--- src/rtl/pipeline_hazard_ctrl.sv ---
// pipeline_hazard_ctrl: hazard and sequencing controller for the five-stage
// RISC-V pipeline. It drives the PC and IF/ID enables and the IF/ID and ID/EX
// flushes from load-use hazards, EX-resolved redirects and memory-wait holds.
// Optional statistics counters are built only when PIPELINE_HAZARD_STATS_EN
// is defined; otherwise the three counter outputs are tied to zero.
module pipeline_hazard_ctrl #(
    parameter int FLUSH_DEPTH = 1,
    parameter int STAT_W      = 16
) (
    input  logic              clk,
    input  logic              reset,
    input  logic              hold_req,
    input  logic              PCSrc,
    input  logic              MemRead_EX,
    input  logic [4:0]        RD_EX,
    input  logic [4:0]        RS1_ID,
    input  logic [4:0]        RS2_ID,
    input  logic [6:0]        OPCODE_ID,
    output logic              PC_write,
    output logic              IF_ID_write,
    output logic              IF_ID_flush,
    output logic              ID_EX_flush,
    output logic              pipe_hold,
    output logic [STAT_W-1:0] stall_cycles,
    output logic [STAT_W-1:0] flush_cycles,
    output logic [STAT_W-1:0] hold_cycles
);

    localparam logic [0:0] RUN   = 1'b0;
    localparam logic [0:0] FLUSH = 1'b1;

    localparam logic [6:0] OP_LUI    = 7'b0110111;
    localparam logic [6:0] OP_AUIPC  = 7'b0010111;
    localparam logic [6:0] OP_JAL    = 7'b1101111;
    localparam logic [6:0] OP_RTYPE  = 7'b0110011;
    localparam logic [6:0] OP_STORE  = 7'b0100011;
    localparam logic [6:0] OP_BRANCH = 7'b1100011;

    // Flush cycles still owed after the PCSrc cycle itself.
    localparam logic [3:0] FLUSH_INIT = 4'(FLUSH_DEPTH - 1);

    logic [0:0] state;
    logic [0:0] next_state;
    logic [3:0] flush_left;
    logic [3:0] next_flush_left;
    logic       rs1_used;
    logic       rs2_used;
    logic       lu;
    logic       stall_now;

    // Decode which source registers the ID instruction really reads, and the load-use hazard.
    always_comb begin
        rs1_used = !((OPCODE_ID == OP_LUI) || (OPCODE_ID == OP_AUIPC) || (OPCODE_ID == OP_JAL));
        rs2_used = (OPCODE_ID == OP_RTYPE) || (OPCODE_ID == OP_STORE) || (OPCODE_ID == OP_BRANCH);
        lu = MemRead_EX && (RD_EX != 5'd0) &&
             ((rs1_used && (RS1_ID == RD_EX)) || (rs2_used && (RS2_ID == RD_EX)));
    end

    // Prioritised output decode and next-state selection: reset, hold, redirect, flush, stall.
    always_comb begin
        PC_write        = 1'b1;
        IF_ID_write     = 1'b1;
        IF_ID_flush     = 1'b0;
        ID_EX_flush     = 1'b0;
        pipe_hold       = 1'b0;
        stall_now       = 1'b0;
        next_state      = state;
        next_flush_left = flush_left;
        if (reset) begin
            next_state      = RUN;
            next_flush_left = 4'd0;
        end else if (hold_req) begin
            PC_write    = 1'b0;
            IF_ID_write = 1'b0;
            pipe_hold   = 1'b1;
        end else if (PCSrc) begin
            IF_ID_flush = 1'b1;
            ID_EX_flush = 1'b1;
            if (FLUSH_DEPTH > 1) begin
                next_state      = FLUSH;
                next_flush_left = FLUSH_INIT;
            end else begin
                next_state      = RUN;
                next_flush_left = 4'd0;
            end
        end else if (state == FLUSH) begin
            IF_ID_flush     = 1'b1;
            ID_EX_flush     = 1'b1;
            next_flush_left = flush_left - 4'd1;
            if (flush_left == 4'd1) begin
                next_state = RUN;
            end
        end else if (lu) begin
            PC_write    = 1'b0;
            IF_ID_write = 1'b0;
            ID_EX_flush = 1'b1;
            stall_now   = 1'b1;
        end
    end

    // Register the controller state and the remaining flush count.
    always_ff @(posedge clk) begin
        state      <= next_state;
        flush_left <= next_flush_left;
    end

`ifdef PIPELINE_HAZARD_STATS_EN
    localparam logic [STAT_W-1:0] STAT_ONE = STAT_W'(1);

    // Saturating statistics counters for stalls, flushed cycles and holds.
    always_ff @(posedge clk) begin
        if (reset) begin
            stall_cycles <= '0;
            flush_cycles <= '0;
            hold_cycles  <= '0;
        end else begin
            if (stall_now && (stall_cycles != '1)) begin
                stall_cycles <= stall_cycles + STAT_ONE;
            end
            if (IF_ID_flush && (flush_cycles != '1)) begin
                flush_cycles <= flush_cycles + STAT_ONE;
            end
            if (hold_req && (hold_cycles != '1)) begin
                hold_cycles <= hold_cycles + STAT_ONE;
            end
        end
    end
`else
    assign stall_cycles = '0;
    assign flush_cycles = '0;
    assign hold_cycles  = '0;
`endif

endmodule

--- config.mk ---
export PLATFORM = sky130hd
export DESIGN_NAME = pipeline_hazard_ctrl
export DESIGN_NICKNAME = d
export VERILOG_FILES = /design/src/rtl/pipeline_hazard_ctrl.sv
export SDC_FILE = /design/constraint.sdc
export NUM_CORES = 1
export LEC_CHECK = 0
export ABC_AREA = 1
export ABC_CLOCK_PERIOD_IN_PS = 1450
export CELL_PAD_IN_SITES_DETAIL_PLACEMENT = 0
export CELL_PAD_IN_SITES_GLOBAL_PLACEMENT = 1
export CORE_MARGIN = 2
export CORE_UTILIZATION = 19
export CTS_CLUSTER_DIAMETER = 100
export DETAILED_ROUTE_END_ITERATION = 8
export PLACE_DENSITY_LB_ADDON = 0.1
export SLEW_MARGIN = 5
export SYNTH_ARGS = -nofsm -noshare
export SYNTH_HDL_FRONTEND = slang
export SYNTH_SLANG_ARGS = --single-unit
--- constraint.sdc ---
create_clock -name clk -period 1.45 [get_ports clk]
set_input_delay 0.3625 -clock clk [delete_from_list [all_inputs] [get_ports clk]]
set_output_delay 0.3625 -clock clk [all_outputs]
set_load 0.01 [all_outputs]
==> impl_metrics.ini <==
[setup_path]
regToRegStartpoint = state
path_max_fanout = 3
slowest_delay_ns = 0.17
worstPathArrival_ns = 1.27
crit_path_start_kind = primary input
required_ns = 1.09
worstSetupPathType = in2out
r2r_slack_ns = 0.13
endpoint_kind = output port
regToRegEndpoint = flush_left[2]
worstRegToRegCells = 9
crit_slowest_cell = xor2_2
crit_chain = buf_4 -> xor2_2 -> nor2_2 -> nand3_2 -> nand2_2 -> nand2_1 -> nand2_1 -> nand2_2 -> buf_6

[grt]
grt_first_pass_wirelength_um = 2960
grt_usage = 0.0694
grt_pass1_vias = 740
grt.overflow.total = 0
antenna_found_initial = 0
grt_max_degree = 6

[layout]
fin_area_sq_um = 1270
synthToLayoutAreaGrowth_pct = 39.4
drive_gt1_frac = 0.374
finalCoreUtilization = 0.272
most-common-layout-cells = 48 x conb_1, 26 x nand2_1, 17 x buf_4
final_common_cell = conb_1
antennaDiodeCount = 0
final_nets = 225

[synth]
synth-simple-area-share = 0.252
synth_top_area_frac = 0.405
yosysTopAreaCell = buf_4
synthCells = 146
muxShareOfSynthArea = 0
synthTopCellsByArea = buf_4 40%, nand2_1 12%, dfxtp_1 11%
synth_warnings = 0
ys_seq_area_frac = 0.110
yosys.area_share.adder = 0.0275
synth.distinct_cells = 19
synth_top_family_by_area = buffers and inverters
syn_area_sq_um = 908
synth-xor-area-share = 0.0579
ys_ff_latch = 5
synth.avg_cell_area_sq_um = 6.22
synth-compound-area-share = 0.0565

[timing]
setup_slack_ns = -0.183
drv_slew = 0
clock.fmax_ghz = 0.612
finClkSkew_ns = 0.000981
hold_ws_ns = 0.503
finalWorstPathRequiredPeriod_ns = 1.63
rsz0062_at_grt = yes
tns_ns = -0.476
finalSetupViolCount = 3
hold_viol_final = 0
post-route-period-util = 1.13

[clocking]
clk_path_buf_depth = 2
cts_sinks = 5
cts-root-buf = clkbuf_8
cts-hold-fix-buffers = 0
cts_tree = done
clk_latency_ns = 0.22
clk_pin_slew_ns = 0.04
htree_num_levels = 1
cts_made_buffers = 3

[place]
dp_hpwl_um = 1740
portBuffers = 31
routabilityCongestion = 0.745
placed_cell_area_sq_um = 1160

[min_path]
hp-start = state
holdPathEnd = state
holdPathStages = 1
hold_class = reg2reg

[power]
powerDensity_nw_per_um2 = 548
power.static_leakage_uw = 0.000735
irDropWorstVdd_mv = 0.301
power_uw = 694

[die]
die_h_um = 73.1
ios = 80
die_area_sq_um = 5350
start_util = 0.195
dieWidth_um = 73.1
num_rows = 25
fp.coreArea_sq_um = 4660

[run]
drv_cap = 0

[detailed_routing]
vias = 851
drc = 0
wire_per_inst_um = 8.19
ant_nets = 0
drt-total-wl_um = 2040
dr.pass1.iters = 2
dr.first_iter.drc_count = 21
viasPerCell = 3.42

[run_status]
violations = negative setup slack
status = complete, but fails checks
==> flip-flops by register name, indices dropped and copies added, names as in the netlist <==
register / cells
flush_left: 4
state: 1
==> synth_stat cells <==
cell,n
nand4_1,1
conb_1,1
nor2_1,15
inv_2,4
dfxtp_1,5
nor2_2,1
nand3_1,7
nand2_1,30
nor3_1,1
o32ai_2,1
xnor2_1,4
ha_1,2
o21ai_2,2
inv_1,17
xor2_1,2
o21bai_1,1
o21ai_0,2
buf_4,49
nor3b_1,1
==> through the flow <==
stage	setup slack, ns	std cells
after floorplan	0.0151	193
after global placement	-0.961	237
after detailed placement	-0.959	237
after CTS	-0.201	248
after global routing	-0.249	249
final	-0.183	249
==> report_power, final <==
| group | switching (uW) | internal, uW | total, uW |
|---|---|---|---|
| logic | 164 | 126 | 290 |
| clock network | 67.0 | 189 | 256 |
| registers | 3.26 | 145 | 148 |
| total | 234 | 460 | 694 |
==> worst max path at each step <==
stage          slack [ns]  depth (start not counted)          end          from
2_1_floorplan        0.02                         11     PC_write  OPCODE_ID[6]
3_3_place_gp        -0.96                         10  ID_EX_flush      RD_EX[2]
3_5_place_dp        -0.96                         11  ID_EX_flush      RD_EX[0]
4_1_cts             -0.20                         12     PC_write  OPCODE_ID[4]
5_1_grt             -0.25                         12  IF_ID_write  OPCODE_ID[6]
6_report            -0.18                          9  IF_ID_write      RD_EX[4]
==> what timing repair did <==
item                       in CTS  in global routing
setup endpoints to repair       5                  5
setup buffers                   7                  2
gates resized for setup       131                 16
pin swaps                      30                 19
==> area by class of cell <==
type	count	area (sq um)
inverter	21	81.3
fill	536	3390
sequential	5	101
timing repair buffer	47	358
tap	54	67.6
multi-input combinational	118	613
clock buffer	4	45.0
==> cell families after synthesis <==
logic type,count (synthesis)
flip-flops,5
XOR/XNOR,6
AND/OR/NAND/NOR,56
buffers and inverters,70
AO/OA/AOI/OAI,6
adder cells (fa/ha/maj),2
other,1
==> metal layers <==
metal | vias to the layer above | track usage | part of all wire
met2 | 40 | 0.136 | 0.55
met1 | 372 | 0.0728 | 0.37
met4 | 0 | 0.0247 | 0
met5 | - | 0 | 0
li1 | 439 | - | -
met3 | 0 | 0.0110 | 0.079
==> worst max-delay path: cells and delay by family <==
kind | cells | cell delay, ns
AND/OR/NAND/NOR | 6 | 0.49
XOR/XNOR | 1 | 0.17
buffers and inverters | 2 | 0.26
(Power assumes the default switching activity.)
